===== src/rtl/bin_pipe_reg_pkg.sv =====
// Shared helpers for the elastic multi-share pipeline register.
// Share packing and occupancy sizing live here so every file agrees.
package bin_pipe_reg_pkg;

  function automatic int occ_w(input int l);
    return $clog2(l + 1);
  endfunction

  function automatic int share_lo(input int s, input int w);
    return s * w;
  endfunction

endpackage


===== src/rtl/bin_pipe_stage.sv =====
// One elastic stage: a valid flag plus D independent share registers.
// Each share owns its own flops; nothing here mixes two shares.
import bin_pipe_reg_pkg::*;

(* keep_hierarchy = "yes", DONT_TOUCH = "yes" *)
module bin_pipe_stage #(
  parameter int W = 1,
  parameter int D = 2
) (
  input  logic         clk,
  input  logic         rst,
  input  logic         load,
  input  logic         src_valid,
  input  logic [D*W-1:0] src_data,
  output logic         v,
  output logic [D*W-1:0] data
);

  always_ff @(posedge clk) begin
    if (rst)       v <= 1'b0;
    else if (load) v <= src_valid;
  end

  for (genvar s = 0; s < D; s++) begin : g_share
    logic [W-1:0] q;

    // Bubbles never overwrite stored shares.
    always_ff @(posedge clk) begin
      if (rst)
        q <= '0;
      else if (load && src_valid)
        q <= src_data[share_lo(s, W) +: W];
    end

    assign data[share_lo(s, W) +: W] = q;
  end

endmodule


===== src/rtl/bin_pipe_reg.sv =====
// Elastic L-deep pipeline of D-share words with per-stage valid/ready.
// Empty stages absorb upstream words even while the output stalls.
import bin_pipe_reg_pkg::*;

(* keep_hierarchy = "yes", DONT_TOUCH = "yes" *)
module bin_pipe_reg #(
  parameter int W = 1,
  parameter int D = 2,
  parameter int L = 2
) (
  input  logic                clk,
  input  logic                rst,
  input  logic                in_valid,
  output logic                in_ready,
  input  logic [D*W-1:0]      in_data,
  output logic                out_valid,
  input  logic                out_ready,
  output logic [D*W-1:0]      out_data,
  output logic [occ_w(L)-1:0] occupancy
);

  localparam int OW = occ_w(L);

  logic [L-1:0]   v;
  logic [L:0]     rdy;
  logic [D*W-1:0] dq [L];

  // Ready ripples from the output back toward the input.
  always_comb begin
    rdy    = '0;
    rdy[L] = out_ready;
    for (int k = L - 1; k >= 0; k--)
      rdy[k] = !v[k] || rdy[k+1];
  end

  for (genvar k = 0; k < L; k++) begin : g_stage
    logic           sv;
    logic [D*W-1:0] sd;

    if (k == 0) begin : g_head
      assign sv = in_valid;
      assign sd = in_data;
    end else begin : g_body
      assign sv = v[k-1];
      assign sd = dq[k-1];
    end

    bin_pipe_stage #(
      .W(W),
      .D(D)
    ) u_stage (
      .clk      (clk),
      .rst      (rst),
      .load     (rdy[k]),
      .src_valid(sv),
      .src_data (sd),
      .v        (v[k]),
      .data     (dq[k])
    );
  end

  always_comb begin
    occupancy = '0;
    for (int k = 0; k < L; k++)
      occupancy = occupancy + OW'(v[k]);
  end

  assign in_ready  = rdy[0];
  assign out_valid = v[L-1];
  assign out_data  = dq[L-1];

endmodule


===== config.mk =====
export PLATFORM = sky130hd
export DESIGN_NAME = bin_pipe_reg
export DESIGN_NICKNAME = d
export VERILOG_FILES = /design/src/rtl/bin_pipe_reg_pkg.sv /design/src/rtl/bin_pipe_stage.sv /design/src/rtl/bin_pipe_reg.sv
export SDC_FILE = /design/constraint.sdc
export NUM_CORES = 1
export LEC_CHECK = 0
export CAP_MARGIN = 10
export CORE_AREA = 2 2 39 41
export DETAILED_ROUTE_END_ITERATION = 8
export DIE_AREA = 0 0 41 43
export GPL_ROUTABILITY_DRIVEN = 1
export GPL_TIMING_DRIVEN = 0
export SYNTH_ARGS = -nofsm -noshare
export SYNTH_HDL_FRONTEND = slang
export SYNTH_HIERARCHICAL = 1
export SYNTH_SLANG_ARGS = --single-unit

===== constraint.sdc =====
create_clock -name clk -period 1.5 [get_ports clk]
set_input_delay 0.15 -clock clk [delete_from_list [all_inputs] [get_ports clk]]
set_output_delay 0.15 -clock clk [all_outputs]
set_load 0.1 [all_outputs]

==> out/qor.txt, run 1 <==
Post-DRT Antenna Nets - 0
most frequent cell after synthesis - dfxtp_1
post-synthesis area per instance - 9.79 um2
prevailing post-synth register cell - dfxtp_1
initial antenna violation count - 0
fin crit period - 1.41 ns
multi-input logic area - 134 um2
Worst EP arrival - 1.26 ns
post-synthesis cell type count - 10
num rows - 14
post-synthesis xor/xnor area fraction - 0%
clock sink count - 6
HP Start - in_data[0]
drt first-iter violations - 6
die area - 1760 um2
gr usage total - 7.75%
DIE WIDTH - 41 um
share of the synthesized area in the top cell type - 42.3%
drt drc - 0
crit path from - g_stage[0].u_stage/v
Initial Util - 20.5%
worst slew pin tran - 0.544 ns
CTS buffer count - 3
Clock Tree Buf Depth - 2
insertion delay to the later sink of the worst-skew pair - 0.24 ns
fillers - 151
Syn Std Cell Area - 284 um2
Critical Path RT - 1.35 ns
worst min-delay path class - in2reg
Async S/R FF share, synth - 0%
crit start category - flip-flop
Yosys reg bits - 6
Clock Skew - 0.0111 ns
n_diodes - 0
final hold slack - 0.489 ns
sequential area share after synthesis - 42.3%
Die Ht - 43 um
worst-path maximum fanout - 8
largest family of logic cells by synthesized area - compound AO/OA/AOI/OAI gates
syn_nets - 36
vias in the first global route - 224
CTS HTree Levels - 1
unrepaired setup endpoints after global routing - false
power density over the cells - 957 nW/um2
synthesized-area fraction occupied by adder cells - 4.41%
Layout Cells excl Fill - 60
PortBufs - 11
fmax - 0.708 GHz
Syn-to-layout area delta - 55.1%
CTS tree - done
top cells by area, synth - dfxtp_1 42%, a21bo_1 14%, buf_4 11%
RD Place Congestion - 0.652
Register Area - 124 um2
total number of vias - 234
Setup crit end kind - primary output
Post-Syn Instances - 29
final-report hold violation count - 0
multiplexer share of the synthesized area - 7.05%
final net count - 52
clock-pin slew on the worst setup and hold paths - 0.05 ns
fraction of the mapped netlist area in compound gates - 21.1%
first-pass detailed-route iteration total - 4
status - complete, no violations
kind of critical path - reg2out
Syn. warnings - 6
leakage - 0.191 nW
peak supply drop - 0.460 mV
GRT overflow - 0
final slew viol count - 0
Post-synth EDFFs - 0
RR Startpoint - g_stage[0].u_stage/v
CTS root buf - clkbuf_4
setup violators final - 0
vias per cell - 3.90
final worst path period share - 94.2%
post-synth top area cell - dfxtp_1
Total Wirelength - 499 um
largest net degree at the start of global routing - 9
DP HPWL - 383 um
core footprint - 1380 um2
hold_buf cts - 0
Ports - 12
first-pass GRT wire length - 883 um
layout cells sized above 1 - 31.8%
Placed Cells - 56
Post-Synth Simple-Gate Area - 14.5%
Rel. slew slack - 63.9%
post-DR wirelength/cell - 8.32 um
Commonest cells post-synth - 6 x dfxtp_1, 4 x a21bo_1, 4 x a21oi_1, 4 x buf_4, 4 x nand3_1
max-cap violations - 0
final timing paths:
check                                                  endpoint  cells past startpoint  slack (ns)
worst max-delay path                                   in_ready                      2        0.09
worst min register to register             g_stage[1].u_stage/v                      2        0.53
worst max register to register  g_stage[0].u_stage/g_share[0].q                      3        0.38
worst min-delay path            g_stage[0].u_stage/g_share[0].q                      3        0.49
where the power goes:
| part | leakage, nW | internal [mW] | switching, mW |
|---|---|---|---|
| registers | 0.0499 | 0.166 | 0.00633 |
| clock network | 0.0150 | 0.101 | 0.0594 |
| logic | 0.126 | 0.0320 | 0.0569 |
| total | 0.191 | 0.299 | 0.123 |
layer usage:
metal / vias to the layer above / GRT usage, % / routed length [um]
met4: 0 / 6.00 / 0
met2: 9 / 10.3 / 221
li1: 131 / - / -
met1: 94 / 8.44 / 234
met3: 0 / 4.71 / 42
met5: - / 0 / 0
final cells by class:
class | count | area share [%]
well taps | 16 | 4.55
clock buffers | 4 | 5.97
repair buffers | 11 | 24.1
flip-flops and latches | 6 | 28.1
plain buffers | 4 | 6.82
multi-input cells | 19 | 30.4
registers in the layout, summed over array words and instances, names as in the netlist:
signal	count
g_stage.u_stage/g_share.q	4
g_stage.u_stage/v	2
cell usage in the layout, fill, tap and decap left out, types with 2 or more instances in the layout:
| cell | netlist | layout |
|---|---|---|
| a21oi_1 | 4 | 4 |
| nand3_1 | 4 | 4 |
| buf_4 | 4 | 5 |
| mux2i_1 | 2 | 2 |
| a21bo_1 | 4 | 4 |
| clkdlybuf4s15_2 | 0 | 3 |
| clkbuf_4 | 0 | 5 |
| clkdlybuf4s50_1 | 0 | 5 |
| nor2_1 | 2 | 2 |
| dfxtp_1 | 6 | 5 |
critical path: stages, from the launching register on:
cell and delay, ns:
dfxtp_1 0.46, nand3b_1 0.25, buf_4 0.31
repair_timing:
item | in CTS | in global routing
buffers inserted | 0 | 0
gates cloned | 0 | 0
setup endpoints to repair | 6 | 3
pin swaps | 0 | 1
gates resized for setup | 25 | 2
through the flow:
| step | TNS [ns] | power (mW) | setup slack (ns) | utilization, % | area (um2) |
|---|---|---|---|---|---|
| 6_report | 0 | 0.421 | 0.0875 | 31.8 | 440 |
| 5_1_grt | 0 | 0.443 | 0.00765 | 31.8 | 440 |
| 4_1_cts | 0 | 0.428 | 0.00205 | 31.5 | 435 |
| 3_5_place_dp | -2.00 | 0.267 | -0.689 | 30.2 | 418 |
| 3_3_place_gp | -2.01 | 0.266 | -0.686 | 30.2 | 418 |
| 2_1_floorplan | -1.65 | 0.239 | -0.530 | - | 288 |
logic make-up after synthesis:
logic type | count (synthesis)
flops | 6
mux | 2
compound gates | 8
fa+ha+maj | 1
simple gates | 8
buf+inv | 4
(Power assumes the default switching activity.)
==> run 2, diff against run 1 <==
- ABC_AREA: default -> 1
==> run 2 against run 1 <==
Net effect: synthesized area rose by 5.7%; non-clock buffer count did not move; clock power barely moved; fmax fell by 2.5%; global-route usage fell by 0.52 points; critical endpoint unchanged; largest cell class unchanged.
==> out/qor.txt, run 2 <==
RD Place Congestion - 0.677 (was 0.652)
post-synthesis cell type count - 9 (was 10)
post-synth top area cell - dfxtp_1 (unchanged)
largest net degree at the start of global routing - 6 (was 9)
Syn-to-layout area delta - 56.7% (was 55.1%)
Yosys reg bits - 6 (unchanged)
worst r2r path cells - 5 (was 3)
Post-CTS Setup Bufs - 0 (unchanged)
n_diodes - 0 (unchanged)
status - complete, no violations (unchanged)
final slew viol count - 0 (unchanged)
total number of vias - 272 (was 234)
prevailing post-synth register cell - dfxtp_1 (unchanged)
hold-critical path depth - 3 (unchanged)
worst slew pin tran - 0.544 ns (about the same)
Initial Util - 21.7% (was 20.5%)
fmax - 0.690 GHz (was 0.708 GHz)
Rel. slew slack - 63.9% (about the same)
fin crit period - 1.45 ns (was 1.41 ns)
drt first-iter violations - 4 (was 6)
Die Ht - 43 um (unchanged)
Most flops, register - g_stage.u_stage/g_share.q (unchanged)
Syn. warnings - 6 (unchanged)
max-cap violations - 0 (unchanged)
Post-DRT Antenna Nets - 0 (unchanged)
Crit Reg-Reg Endpoint - g_stage[0].u_stage/g_share[0].q (unchanged)
PortBufs - 11 (unchanged)
Setup crit end kind - primary output (unchanged)
share of the synthesized area in the top cell type - 40.0% (was 42.3%)
syn_nets - 51 (was 36)
most common cell after layout, fill and taps aside - nand2_1
flop-to-flop setup slack - 0.59 ns (was 0.38 ns)
Post-synth EDFFs - 0 (unchanged)
Post-Syn Instances - 44 (was 29)
Ports - 12 (unchanged)
leakage - 0.243 nW (was 0.191 nW)
layout cells sized above 1 - 30.5% (was 31.8%)
insertion delay to the later sink of the worst-skew pair - 0.24 ns (about the same)
power density over the cells - 983 nW/um2 (was 957 nW/um2)
HP Start - in_data[0] (unchanged)
CTS tree - done (unchanged)
multi-input logic area - 126 um2 (was 134 um2)
sequential area share after synthesis - 40.0% (was 42.3%)
final-report hold violation count - 0 (unchanged)
Commonest cells post-synth - 11 x nand2_1, 9 x inv_1, 8 x nor2_1, 6 x dfxtp_1, 4 x buf_4 (was 6 x dfxtp_1, 4 x a21bo_1, 4 x a21oi_1, 4 x buf_4, 4 x nand3_1)
top cells by area, synth - dfxtp_1 40%, nand2_1 14%, inv_1 11% (was dfxtp_1 42%, a21bo_1 14%, buf_4 11%)
worst min-delay path class - in2reg (unchanged)
kind of critical path - in2out (was reg2out)
peak supply drop - 0.380 mV (was 0.460 mV)
die area - 1760 um2 (unchanged)
fillers - 152 (was 151)
num rows - 14 (unchanged)
max incr delay on CP - 0.56 ns (was 0.46 ns)
setup violators final - 0 (unchanged)
CTS HTree Levels - 1 (unchanged)
final worst path period share - 96.6% (was 94.2%)
vias per cell - 3.63 (was 3.90)
slowest CP cell - clkdlybuf4s15_2 (was dfxtp_1)
post-DR wirelength/cell - 6.28 um (was 8.32 um)
final core utilization - 34.0% (was 31.8%)
post-synthesis area per instance - 6.82 um2 (was 9.79 um2)
Worst EP arrival - 1.30 ns (was 1.26 ns)
gr usage total - 7.24% (was 7.75%)
Clock Tree Buf Depth - 2 (unchanged)
most frequent cell after synthesis - nand2_1 (was dfxtp_1)
Critical Path RT - 1.35 ns (about the same)
DIE WIDTH - 41 um (unchanged)
Cell Chain, Critical Path - clkdlybuf4s50_1 > inv_1 > nand3_4 > clkdlybuf4s15_2 (was nand3b_1 > buf_4)
first-pass detailed-route iteration total - 2 (was 4)
unrepaired setup endpoints after global routing - false (unchanged)
clock-pin slew on the worst setup and hold paths - 0.05 ns (about the same)
crit start category - input port (was flip-flop)
core footprint - 1380 um2 (unchanged)
GRT overflow - 0 (unchanged)
Register Area - 124 um2 (unchanged)
clock sink count - 6 (unchanged)
RR Startpoint - g_stage[0].u_stage/v (unchanged)
Async S/R FF share, synth - 0% (unchanged)
Fin Setup TNS - 0 ns (unchanged)
first-pass GRT wire length - 862 um (was 883 um)
Worst Hold End - g_stage[0].u_stage/g_share[0].q (unchanged)
initial antenna violation count - 0 (unchanged)
CP bufs+invs - 3 (was 1)
most frequent cells in the layout - 11 x nand2_1, 9 x inv_1, 8 x nor2_1 (was 5 x clkbuf_4, 5 x buf_4, 5 x dfxtp_1, 5 x clkdlybuf4s50_1)
number of flip-flops in the largest register - 4 (unchanged)
vias in the first global route - 222 (was 224)
top flop regs - g_stage.u_stage/g_share.q (4), g_stage.u_stage/v (2) (unchanged)
CP delay by family, top - buffers and inverters (was flip-flops)
worst-path maximum fanout - 3 (was 8)
Syn Std Cell Area - 300 um2 (was 284 um2)
CTS root buf - clkbuf_4 (unchanged)
drt drc - 0 (unchanged)
CTS buffer count - 3 (unchanged)
Total Wirelength - 471 um (was 499 um)
Clock Skew - 0.00680 ns (was 0.0111 ns)
final net count - 67 (was 52)
## run 2: changes by cell type after synthesis
cell	before	now
inv_1	0	9
mux2i_1	2	0
a21bo_1	4	0
nand3b_1	1	0
nand2b_1	1	0
a21oi_1	4	2
nand3_1	4	0
nand2_1	0	11
nand2_2	0	2
nand3_2	0	1
nor2_1	2	8
## run 2: logic make-up after synthesis
group | share of synthesized area, %
adders and majority gates | 4.17
and+or+nand+nor | 31.3
AOI/OAI and AO/OA | 3.33
buffers and inverters | 21.2
DFF | 40.0
## run 2: worst max path at each step
stage / startpoint / endpoint / slack (ns) / cells past startpoint
2_1_floorplan: g_stage[1].u_stage/v / g_stage[0].u_stage/g_share[0].q / 0.14 / 5
3_3_place_gp: out_ready / in_ready / -0.53 / 4
3_5_place_dp: out_ready / in_ready / -0.53 / 4
4_1_cts: g_stage[0].u_stage/v / occupancy[1] / 0.04 / 2
5_1_grt: out_ready / in_ready / 0.03 / 4
6_report: out_ready / in_ready / 0.05 / 4
## run 2: power breakdown
group	internal (mW)	switching [mW]
clock network	0.101	0.0586
logic	0.0411	0.0849
registers	0.169	0.00783
## run 2: per-stage QoR
stage	setup slack (ns)	hold slack (ns)	cells	instance area, um2	power [mW]
2_1_floorplan	0.144	0.209	44	314	0.279
3_3_place_gp	-0.529	0.501	71	444	0.309
3_5_place_dp	-0.533	0.500	71	444	0.310
4_1_cts	0.0381	0.493	75	468	0.474
5_1_grt	0.0256	0.512	75	470	0.492
6_report	0.0516	0.503	75	470	0.463
## run 2: routing by layer
| layer | track usage, % | vias up | part of all wire (%) |
|---|---|---|---|
| li1 | - | 154 | - |
| met1 | 10.0 | 113 | 45 |
| met2 | 9.06 | 5 | 50 |
| met3 | 3.14 | 0 | 4.9 |
| met4 | 4.00 | 0 | 0 |
| met5 | 0 | - | 0 |
## run 2: final cells by class
class / instances / area share [%]
multi-input combinational: 25 / 26.9
sequential: 6 / 26.3
timing repair buffer: 11 / 23.4
inverter: 9 / 7.18
buffer: 4 / 6.38
clock buffer: 4 / 5.59
tap: 16 / 4.26
## run 2: timing repair
item | 4_1_cts | 5_1_grt
hold buffers | 0 | 0
setup endpoints to repair | 6 | 1
resized for setup | 23 | 1
## run 2: worst reg2reg max path: cells and delay by family, from the launching register on
| kind | cells | cell delay, ns |
|---|---|---|
| flip-flops | 1 | 0.43 |
| AND/OR/NAND/NOR | 5 | 0.39 |
